**config.mk**
```make
export PLATFORM = sky130hd
export DESIGN_NAME = issue_control_flat
export DESIGN_NICKNAME = d
export VERILOG_FILES = /design/src/rtl/issue_control_if.sv /design/src/rtl/issue_control.sv /design/src/flat_wrapper.sv
export SDC_FILE = /design/constraint.sdc
export NUM_CORES = 1
export LEC_CHECK = 0
export ABC_AREA = 1
export CAP_MARGIN = 20
export CELL_PAD_IN_SITES_DETAIL_PLACEMENT = 0
export CELL_PAD_IN_SITES_GLOBAL_PLACEMENT = 1
export CORE_MARGIN = 10
export CORE_UTILIZATION = 25
export DETAILED_ROUTE_END_ITERATION = 10
export DONT_BUFFER_PORTS = 1
export HOLD_SLACK_MARGIN = 0.1
export PLACE_DENSITY = 0.58
export SYNTH_ARGS = -nofsm -noshare
export SYNTH_HDL_FRONTEND = slang
export SYNTH_SLANG_ARGS = --single-unit
```
**constraint.sdc**
```tcl
create_clock -name clk -period 3.2 [get_ports clk]
set_input_delay 0.48 -clock clk [delete_from_list [all_inputs] [get_ports clk]]
set_output_delay 0.48 -clock clk [all_outputs]
set_load 0.02 [all_outputs]
```
**src/rtl/issue_control_if.sv**
```systemverilog
// Decode/issue handshake bundle between the decode stage and the issue controller.
interface issue_control_if;
  logic        dec_valid;
  logic [3:0]  dec_class;
  logic [3:0]  dec_src1;
  logic [3:0]  dec_src2;
  logic        dec_src1_en;
  logic        dec_src2_en;
  logic [3:0]  dec_dest;
  logic        dec_dest_en;
  logic        flush;
  logic        ld_wb_valid;
  logic [3:0]  ld_wb_dest;
  logic        issue_ready;
  logic        issue_valid;
  logic        mul_busy;
  logic        mul_done;
  logic [3:0]  mul_done_dest;
  logic [15:0] pending;
  logic [15:0] stall_cnt;

  // Decode side: presents uops and load writebacks, observes issue status.
  modport master (
    output dec_valid, dec_class, dec_src1, dec_src2, dec_src1_en, dec_src2_en,
           dec_dest, dec_dest_en, flush, ld_wb_valid, ld_wb_dest,
    input  issue_ready, issue_valid, mul_busy, mul_done, mul_done_dest,
           pending, stall_cnt
  );

  // Issue controller side.
  modport slave (
    input  dec_valid, dec_class, dec_src1, dec_src2, dec_src1_en, dec_src2_en,
           dec_dest, dec_dest_en, flush, ld_wb_valid, ld_wb_dest,
    output issue_ready, issue_valid, mul_busy, mul_done, mul_done_dest,
           pending, stall_cnt
  );
endinterface

```
**src/rtl/issue_control.sv**
```systemverilog
// In-order issue control: register scoreboard for RAW/WAW hazards, a single
// multi-cycle multiplier tracked by a small FSM, and a saturating stall counter.
module issue_control #(
  parameter int MUL_LAT = 3
) (
  input  logic         clk,
  input  logic         rst,
  issue_control_if.slave bus
);

  localparam logic [3:0] LAT = 4'(MUL_LAT);
  localparam logic [3:0] CLS_MUL  = 4'd3;
  localparam logic [3:0] CLS_LOAD = 4'd4;

  typedef enum logic {IDLE, BUSY} mul_state_t;

  mul_state_t  state;
  logic [3:0]  cnt;
  logic        mul_done_q;
  logic [3:0]  mul_dest_q;
  logic [15:0] pending_q;
  logic [15:0] stall_q;

  logic        ready;
  logic        fire;
  logic        is_mul;
  logic        is_ld;
  logic        mul_last;
  logic        stall;
  logic [15:0] pend_nxt;

  function automatic logic [15:0] sat_inc(input logic [15:0] v);
    return (v == 16'hFFFF) ? v : v + 16'd1;
  endfunction

  // Hazard detection against the registered scoreboard only. The multiplier
  // accepts a new op in its final (mul_done) cycle, so busy blocks only before it.
  always_comb begin
    ready = 1'b1;
    if (bus.dec_src1_en && pending_q[bus.dec_src1]) ready = 1'b0;
    if (bus.dec_src2_en && pending_q[bus.dec_src2]) ready = 1'b0;
    if (bus.dec_dest_en && pending_q[bus.dec_dest]) ready = 1'b0;
    if (bus.dec_class == CLS_MUL && state == BUSY && !mul_done_q) ready = 1'b0;
  end

  assign fire     = bus.dec_valid & ready & ~bus.flush;
  assign is_mul   = fire && (bus.dec_class == CLS_MUL);
  assign is_ld    = fire && (bus.dec_class == CLS_LOAD) && bus.dec_dest_en;
  assign mul_last = (state == BUSY) && (cnt == 4'd1);
  assign stall    = bus.dec_valid & ~ready & ~bus.flush;

  // Scoreboard next state: completions clear first, then a new issue sets.
  always_comb begin
    pend_nxt = pending_q;
    if (mul_last) pend_nxt[mul_dest_q] = 1'b0;
    if (bus.ld_wb_valid) pend_nxt[bus.ld_wb_dest] = 1'b0;
    if (is_mul || is_ld) pend_nxt[bus.dec_dest] = 1'b1;
  end

  // Multiplier FSM; mul_done is high while the counter sits at 1.
  always_ff @(posedge clk) begin
    if (rst) begin
      state      <= IDLE;
      cnt        <= 4'd0;
      mul_done_q <= 1'b0;
      mul_dest_q <= 4'd0;
    end else if (is_mul) begin
      state      <= BUSY;
      cnt        <= LAT;
      mul_done_q <= (LAT == 4'd1);
      mul_dest_q <= bus.dec_dest;
    end else if (state == BUSY) begin
      if (cnt == 4'd1) begin
        state      <= IDLE;
        cnt        <= 4'd0;
        mul_done_q <= 1'b0;
      end else begin
        cnt        <= cnt - 4'd1;
        mul_done_q <= (cnt == 4'd2);
      end
    end
  end

  // Scoreboard and stall counter registers.
  always_ff @(posedge clk) begin
    if (rst) begin
      pending_q <= 16'd0;
      stall_q   <= 16'd0;
    end else begin
      pending_q <= pend_nxt;
      if (stall) stall_q <= sat_inc(stall_q);
    end
  end

  assign bus.issue_ready   = ready;
  assign bus.issue_valid   = fire;
  assign bus.mul_busy      = (state == BUSY);
  assign bus.mul_done      = mul_done_q;
  assign bus.mul_done_dest = mul_dest_q;
  assign bus.pending       = pending_q;
  assign bus.stall_cnt     = stall_q;

endmodule
```
**src/flat_wrapper.sv**
```systemverilog
// flat-port wrapper written by rule: the top's interface ports become plain ports
module issue_control_flat 
#(
  parameter int MUL_LAT = 3
)
  (clk, rst, bus_dec_valid, bus_dec_class, bus_dec_src1, bus_dec_src2, bus_dec_src1_en, bus_dec_src2_en, bus_dec_dest, bus_dec_dest_en, bus_flush, bus_ld_wb_valid, bus_ld_wb_dest, bus_issue_ready, bus_issue_valid, bus_mul_busy, bus_mul_done, bus_mul_done_dest, bus_pending, bus_stall_cnt);
  issue_control_if bus_i ();
  input  logic clk;
  input  logic rst;
  input wire logic [$bits(bus_i.dec_valid)-1:0] bus_dec_valid;
  input wire logic [$bits(bus_i.dec_class)-1:0] bus_dec_class;
  input wire logic [$bits(bus_i.dec_src1)-1:0] bus_dec_src1;
  input wire logic [$bits(bus_i.dec_src2)-1:0] bus_dec_src2;
  input wire logic [$bits(bus_i.dec_src1_en)-1:0] bus_dec_src1_en;
  input wire logic [$bits(bus_i.dec_src2_en)-1:0] bus_dec_src2_en;
  input wire logic [$bits(bus_i.dec_dest)-1:0] bus_dec_dest;
  input wire logic [$bits(bus_i.dec_dest_en)-1:0] bus_dec_dest_en;
  input wire logic [$bits(bus_i.flush)-1:0] bus_flush;
  input wire logic [$bits(bus_i.ld_wb_valid)-1:0] bus_ld_wb_valid;
  input wire logic [$bits(bus_i.ld_wb_dest)-1:0] bus_ld_wb_dest;
  output wire logic [$bits(bus_i.issue_ready)-1:0] bus_issue_ready;
  output wire logic [$bits(bus_i.issue_valid)-1:0] bus_issue_valid;
  output wire logic [$bits(bus_i.mul_busy)-1:0] bus_mul_busy;
  output wire logic [$bits(bus_i.mul_done)-1:0] bus_mul_done;
  output wire logic [$bits(bus_i.mul_done_dest)-1:0] bus_mul_done_dest;
  output wire logic [$bits(bus_i.pending)-1:0] bus_pending;
  output wire logic [$bits(bus_i.stall_cnt)-1:0] bus_stall_cnt;
  assign bus_i.dec_valid = bus_dec_valid;
  assign bus_i.dec_class = bus_dec_class;
  assign bus_i.dec_src1 = bus_dec_src1;
  assign bus_i.dec_src2 = bus_dec_src2;
  assign bus_i.dec_src1_en = bus_dec_src1_en;
  assign bus_i.dec_src2_en = bus_dec_src2_en;
  assign bus_i.dec_dest = bus_dec_dest;
  assign bus_i.dec_dest_en = bus_dec_dest_en;
  assign bus_i.flush = bus_flush;
  assign bus_i.ld_wb_valid = bus_ld_wb_valid;
  assign bus_i.ld_wb_dest = bus_ld_wb_dest;
  assign bus_issue_ready = bus_i.issue_ready;
  assign bus_issue_valid = bus_i.issue_valid;
  assign bus_mul_busy = bus_i.mul_busy;
  assign bus_mul_done = bus_i.mul_done;
  assign bus_mul_done_dest = bus_i.mul_done_dest;
  assign bus_pending = bus_i.pending;
  assign bus_stall_cnt = bus_i.stall_cnt;
  issue_control #(.MUL_LAT(MUL_LAT)) u_core (.clk(clk), .rst(rst), .bus(bus_i));
endmodule
```
==> impl_metrics.py, run 1 <==
metrics = {
    "status": {
        "status": "finished clean",
    },
    "timing": {
        "whs_ns": 0.2595,
        "worst_pin_slew_ns": 0.5276,
        "setup_violations": 0,
        "rsz0062_at_grt": "false",
        "fmax_ghz": 0.4032,
        "maxSlewViolCount": 0,
        "finalHoldViolCount": 0,
        "relSlewSlack_pct": 64.78,
        "period_minus_slack_ns": 2.480,
        "min_period_over_period_pct": 77.50,
        "setup_tns_ns": 0,
        "worst_clock_skew_ns": 0.003837,
    },
    "worst_setup_path": {
        "cp_slowest_stage_delay_ns": 0.42,
        "arrival_ns": 2.00,
        "cp_max_fo": 6,
        "path_class": "flip-flop to primary output",
        "path_cells": "inv_1 > nand2_1 > nand3_1 > nand3_1 > nand3b_1 > nand2_1 > nand2_1 > nand3_1 > nor2_2",
        "critPathBufInv": 1,
        "slowest_stage": "dfxtp_1",
        "critPathLaunchType": "flip-flop",
        "path_depth": 9,
        "reg2regPathDepth": 10,
        "critPathTopFamily": "simple AND/OR/NAND/NOR gates",
        "required_ns": 2.72,
        "critPathCaptureType": "primary output",
    },
    "clocking": {
        "cts.path.max_buffers": 2,
        "cts_tree": "done",
        "postCtsHoldBufs": 0,
        "htreeDepth": 2,
        "clkTransAtPathRegs_ns": 0.06,
        "cts_root_buf": "clkbuf_16",
        "cts_setup_buffers": 0,
        "clk_latency_ns": 0.29,
        "clock-sinks": 42,
        "cts_resized": 0,
        "numCtsBuffers": 5,
    },
    "routing": {
        "post_drt_via_cell_ratio": 4.950,
        "drt.antenna.violating_nets": 0,
        "drt_iter0_drc": 221,
        "drc_errors": 0,
        "routed_wl_mm": 10.56,
        "dr.pass1.iters": 4,
        "num_vias": 3089,
        "wl_per_cell_um": 16.92,
    },
    "yosys": {
        "synth.area.mux_share_pct": 0,
        "yosys-top-cells-area": "dfxtp_1 (28%), nand2_1 (14%), inv_1 (7.7%)",
        "avgSynthCellArea_um2": 6.251,
        "syn-num-nets": 516,
        "syn-instance-count": 484,
        "ys_ff_latch": 42,
        "synth-edff-count": 0,
        "synth_compound_area_share_pct": 14.47,
        "synth_cell_types": 34,
        "ys_warn_count": 0,
        "synth_area_um2": 3025,
        "yosys.area_share.simple_pct": 39.62,
        "yosysSeqAreaShare_pct": 27.79,
        "synth_top_family_by_area": "simple AND/OR/NAND/NOR gates",
        "yosys.area.top_type_share_pct": 27.79,
        "synthFlopType": "dfxtp_1",
        "synth-adder-area-share_pct": 1.654,
        "yosysTopAreaCell": "dfxtp_1",
        "async_flop_share_pct": 0,
        "synth-xor-area-share_pct": 4.632,
    },
    "placement": {
        "place_congestion": 0.8591,
        "dp_hpwl_mm": 8.563,
        "port_buffers": 0,
    },
    "finish": {
        "area_growth_pct": 8.478,
        "fillers": 1401,
        "diodes": 0,
        "drive_gt1_share_pct": 6.918,
        "fin_nets": 509,
    },
    "worst_hold_path": {
        "min_path_cells": 1,
        "worst_hold_path_type": "primary input to flip-flop",
    },
    "power": {
        "vdd_ir_drop_max_uv": 192.5,
        "power_density_nw_per_um2": 351.4,
        "p_leak_nw": 1.249,
    },
    "floorplan": {
        "ioPinCount": 68,
        "rows": 40,
        "die_width_um": 130.0,
        "core_um2": 11910,
        "start_util_pct": 25.40,
        "die_h_um": 130.0,
        "fp.dieArea_um2": 16900,
    },
    "grt": {
        "grt_pass1_wl_mm": 17.05,
        "overflow": 0,
        "track_usage_pct": 12.82,
        "first_global_vias": 3104,
        "antenna_found_initial": 0,
        "grt_max_degree": 36,
    },
    "job": {
        "drv_cap": 0,
    },
}
==> state kept, by name, summed over array words and instances, names as in the netlist <==
name and flops:
u_core.bus.mul_done 1, u_core.bus.mul_busy 1, u_core.bus.pending 16, u_core.cnt 4
u_core.bus.stall_cnt 16, u_core.bus.mul_done_dest 4
==> cell type report <==
| class | count | area, um2 | area share (%) |
|---|---|---|---|
| Multi-Input combinational cell | 354 | 1829 | 55.74 |
| Sequential cell | 42 | 840.8 | 25.62 |
| Inverter | 70 | 262.8 | 8.006 |
| Tap cell | 147 | 183.9 | 5.604 |
| Clock buffer | 5 | 125.1 | 3.812 |
| Timing Repair Buffer | 4 | 30.03 | 0.9150 |
| Clock inverter | 2 | 10.01 | 0.3050 |
==> metal layers <==
metal / vias up / part of all wire, % / track usage [%]
met2: 90 / 46 / 20.58
li1: 1591 / - / -
met1: 1391 / 43 / 15.21
met4: 0 / 2.4 / 5.093
met3: 17 / 8.8 / 4.706
met5: - / 0 / 0
==> power breakdown <==
group,internal [W],leakage [nW],total (W),switching [W]
Clock,0.000282,0.0694,0.000503,0.000220
Sequential,0.000526,0.338,0.000533,0.00000749
Combinational,0.0000342,0.841,0.000117,0.0000830
==> metrics by stage <==
step	instance area (um2)	instances	setup WS [ns]	utilization (%)	total power [W]
finish	3282	624	0.7199	27.55	0.001153
global route	3282	624	0.5462	27.55	0.001212
CTS	3282	624	0.6946	27.55	0.001171
detailed placement	3147	617	0.7675	26.42	0.0006633
global placement	3147	617	0.7919	26.42	0.0006626
floorplan	3025	484	1.210	-	0.0006520
==> kinds of logic (layout without fill, tap and decap cells) <==
| group | Yosys count | count (layout) |
|---|---|---|
| compound gates | 76 | 76 |
| xor+xnor | 16 | 16 |
| fa+ha+maj | 4 | 4 |
| buf+inv | 88 | 81 |
| flops | 42 | 42 |
| simple gates | 258 | 258 |
==> worst paths after layout <==
check,from,slack (ns),to
hold reg to reg,u_core.cnt[1],0.56,u_core.cnt[1]
hold / removal,rst,0.26,u_core.bus.pending[0]
setup / recovery,u_core.bus.pending[3],0.72,bus_issue_ready
setup reg to reg,u_core.bus.stall_cnt[0],0.78,u_core.bus.stall_cnt[1]
==> worst register-to-register path: cells and delay by family (launching register included) <==
family | cells | cell delay (ns)
AND/OR/NAND/NOR | 9 | 1.50
flip-flops | 1 | 0.53
adder cells (fa/ha/maj) | 1 | 0.29
==> synth_stat cells (2+ instances only) <==
master / number
nand3b_1: 2
inv_1: 62
a21oi_1: 43
o21ai_0: 15
buf_4: 5
nand4_1: 37
a31oi_1: 2
o21ai_1: 2
nor2_1: 56
xor2_1: 14
nand2_2: 2
nor3_1: 6
nand3_4: 2
inv_2: 8
nand2_1: 111
dfxtp_1: 42
nor4_1: 3
clkbuf_1: 10
o211ai_1: 2
ha_1: 4
nor2_2: 2
o221ai_1: 10
nand3_1: 30
xnor2_1: 2
nor3_2: 3
==> cells in the final DEF, fill, tap and decap left out, types with 3 or more instances in the layout <==
master,instances
o21ai_0,15
clkbuf_16,5
a21oi_1,43
nand2_1,111
nor2_2,3
nor3_1,6
nor3_2,3
ha_1,4
o221ai_1,10
nand4_1,37
dfxtp_1,42
nor4_1,3
inv_2,8
xor2_1,14
inv_1,62
nand3_1,30
buf_4,4
nor2_1,55
No activity file was read; power rests on OpenSTA's default activity.
==> inputs of run 2 (changes only) <==
==> constraint.sdc (replaced) <==
create_clock -name clk -period 2.5 [get_ports clk]
set_input_delay 0.375 -clock clk [delete_from_list [all_inputs] [get_ports clk]]
set_output_delay 0.375 -clock clk [all_outputs]
set_load 0.02 [all_outputs]
==> run 2 against run 1 <==
  * Sequential power increased by 27%
  * Critical path depth increased by 1
  * Final area increased by 4.2%
  * Global-route usage is 0.31 points higher
  * Largest power group is now clock
  * Clock skew increased by 0.0045 ns
  * Wire length up 4.7%
==> impl_metrics.py, run 2 (synthesis results as in run 1) <==
metrics = {
    "clocking": {
        "postCtsHoldBufs": 0,
        "cts_resized": 0,
        "clkTransAtPathRegs_ns": 0.07,
        "cts.path.max_buffers": 2,
        "clock-sinks": 42,
        "cts_setup_buffers": 0,
        "clk_latency_ns": 0.29,
        "cts_root_buf": "clkbuf_16",
        "htreeDepth": 2,
        "numCtsBuffers": 5,
        "cts_tree": "done",
    },
    "floorplan": {
        "fp.dieArea_um2": 16900,
        "ioPinCount": 68,
        "rows": 40,
        "die_h_um": 130.0,
        "start_util_pct": 25.40,
        "core_um2": 11910,
        "die_width_um": 130.0,
    },
    "finish": {
        "area_growth_pct": 12.99,
        "final_common_cell": "nand2_1",
        "fin_nets": 523,
        "layout_common_cells": "nand2_1 (111), inv_1 (62), nor2_1 (55)",
        "multi_input_area_um2": 1829,
        "stdcell_area_um2": 3418,
        "fillers": 1361,
        "diodes": 0,
        "seq_area_um2": 840.8,
        "drive_gt1_share_pct": 9.553,
    },
    "timing": {
        "rsz0062_at_grt": "false",
        "setup_violations": 0,
        "min_period_over_period_pct": 90.99,
        "fmax_ghz": 0.4396,
        "worst_clock_skew_ns": 0.008320,
        "relSlewSlack_pct": 57.94,
        "setup_tns_ns": 0,
        "finalHoldViolCount": 0,
        "worst_pin_slew_ns": 0.6240,
        "maxSlewViolCount": 0,
        "period_minus_slack_ns": 2.275,
    },
    "worst_hold_path": {
        "min_to": "u_core.cnt[0]",
        "worst_hold_path_type": "primary input to flip-flop",
        "min_path_cells": 1,
        "hold_path.startpoint": "rst",
    },
    "power": {
        "combPwrFrac_pct": 10.3,
        "power_density_nw_per_um2": 468.9,
        "vdd_ir_drop_max_uv": 213.4,
        "pwr-share-seq_pct": 42.3,
        "p_int_w": 0.001193,
        "p_leak_nw": 1.331,
        "switching_power_w": 0.0004100,
        "pwr-share-clk_pct": 47.4,
        "switching_share_pct": 25.58,
    },
    "grt": {
        "grt_pass1_wl_mm": 17.34,
        "track_usage_pct": 13.12,
        "grt_max_degree": 35,
        "overflow": 0,
        "antenna_found_initial": 0,
        "first_global_vias": 3183,
    },
    "worst_setup_path": {
        "cp_max_fo": 21,
        "critPathCaptureType": "primary output",
        "timing.rr.start": "u_core.bus.pending[5]",
        "crit_start": "u_core.bus.pending[7]",
        "r2r-end": "u_core.bus.stall_cnt[1]",
        "reg2regPathDepth": 11,
        "rrSetupSlack_ns": 0.45,
        "required_ns": 2.12,
        "cp_slowest_stage_delay_ns": 0.41,
        "path_class": "flip-flop to primary output",
        "path_cells": "inv_1 > nand2_1 > nand3_1 > nand3_1 > nand3b_1 > nand2_1 > nand2_1 > nand3_1 > nor2_2 > buf_4",
        "slowest_stage": "dfxtp_1",
        "critPathLaunchType": "flip-flop",
        "arrival_ns": 1.90,
    },
    "placement": {
        "place_congestion": 0.8450,
        "dp_hpwl_mm": 8.939,
        "placed_area_um2": 3252,
        "port_buffers": 0,
    },
    "routing": {
        "drt.antenna.violating_nets": 0,
        "drc_errors": 0,
        "num_vias": 3207,
        "dr.pass1.iters": 4,
        "wl_per_cell_um": 17.30,
        "routed_wl_mm": 11.06,
        "drt_iter0_drc": 201,
        "post_drt_via_cell_ratio": 5.019,
    },
    "job": {
        "drv_cap": 0,
    },
    "status": {
        "status": "finished clean",
    },
}
## run 2: cell count changes in the layout (fill, tap and decap cells not counted)
| cell | before | now |
|---|---|---|
| clkinv_2 | 2 | 0 |
| buf_4 | 4 | 18 |
| clkbuf_1 | 0 | 1 |
| clkinvlp_4 | 0 | 1 |
| bufinv_16 | 0 | 1 |
## run 2: area by class of cell
class	instances	area share, %
clock inverters	2	1.098
well taps	147	5.381
flip-flops and latches	42	24.60
clock buffers	6	3.770
inverters	70	7.687
multi-input cells	354	53.51
repair buffers	18	3.953
## run 2: power groups by stage
stage / registers (W) / clock network (W) / logic [W]
2_1_floorplan: 0.000696 / 0 / 0.000139
3_3_place_gp: 0.000693 / 0 / 0.000165
3_5_place_dp: 0.000693 / 0 / 0.000165
4_1_cts: 0.000678 / 0.000789 / 0.000165
5_1_grt: 0.000678 / 0.000817 / 0.000184
6_report: 0.000678 / 0.000760 / 0.000165
## run 2: how the worst max path moves through the flow
stage	end	slack, ns	depth (start not counted)
3_5_place_dp	u_core.cnt[3]	0.44	12
5_1_grt	bus_issue_ready	0.05	10
3_3_place_gp	u_core.bus.pending[0]	0.40	3
6_report	bus_issue_ready	0.23	10
4_1_cts	bus_issue_ready	0.18	10
2_1_floorplan	u_core.bus.stall_cnt[10]	0.55	9
## run 2: through the flow
step / utilization [%] / setup slack (ns) / hold WS (ns) / power [W] / instances
finish: 28.70 / 0.2252 / 0.1566 / 0.001603 / 639
global placement: 27.24 / 0.3950 / 0.4515 / 0.0008580 / 630
floorplan: - / 0.5520 / 0.5371 / 0.0008346 / 484
global route: 28.70 / 0.05112 / 0.1381 / 0.001679 / 639
CTS: 28.70 / 0.1814 / 0.1441 / 0.001632 / 639
detailed placement: 27.30 / 0.4447 / 0.4519 / 0.0008584 / 631
## run 2: per-layer routing
layer  track usage (%)  part of all wire [%]  vias to the layer above
met5                 0                     0                        -
met4             4.299                   1.8                        0
met2             22.44                    48                       83
met1             14.57                    42                     1489
met3             5.233                   7.4                       14
li1                  -                     -                     1621
## run 2: worst max-delay path: cells and delay by family (launching register included)
family        cells  cell delay [ns]
buf+inv           2             0.43
flops             1             0.41
simple gates      8             0.76
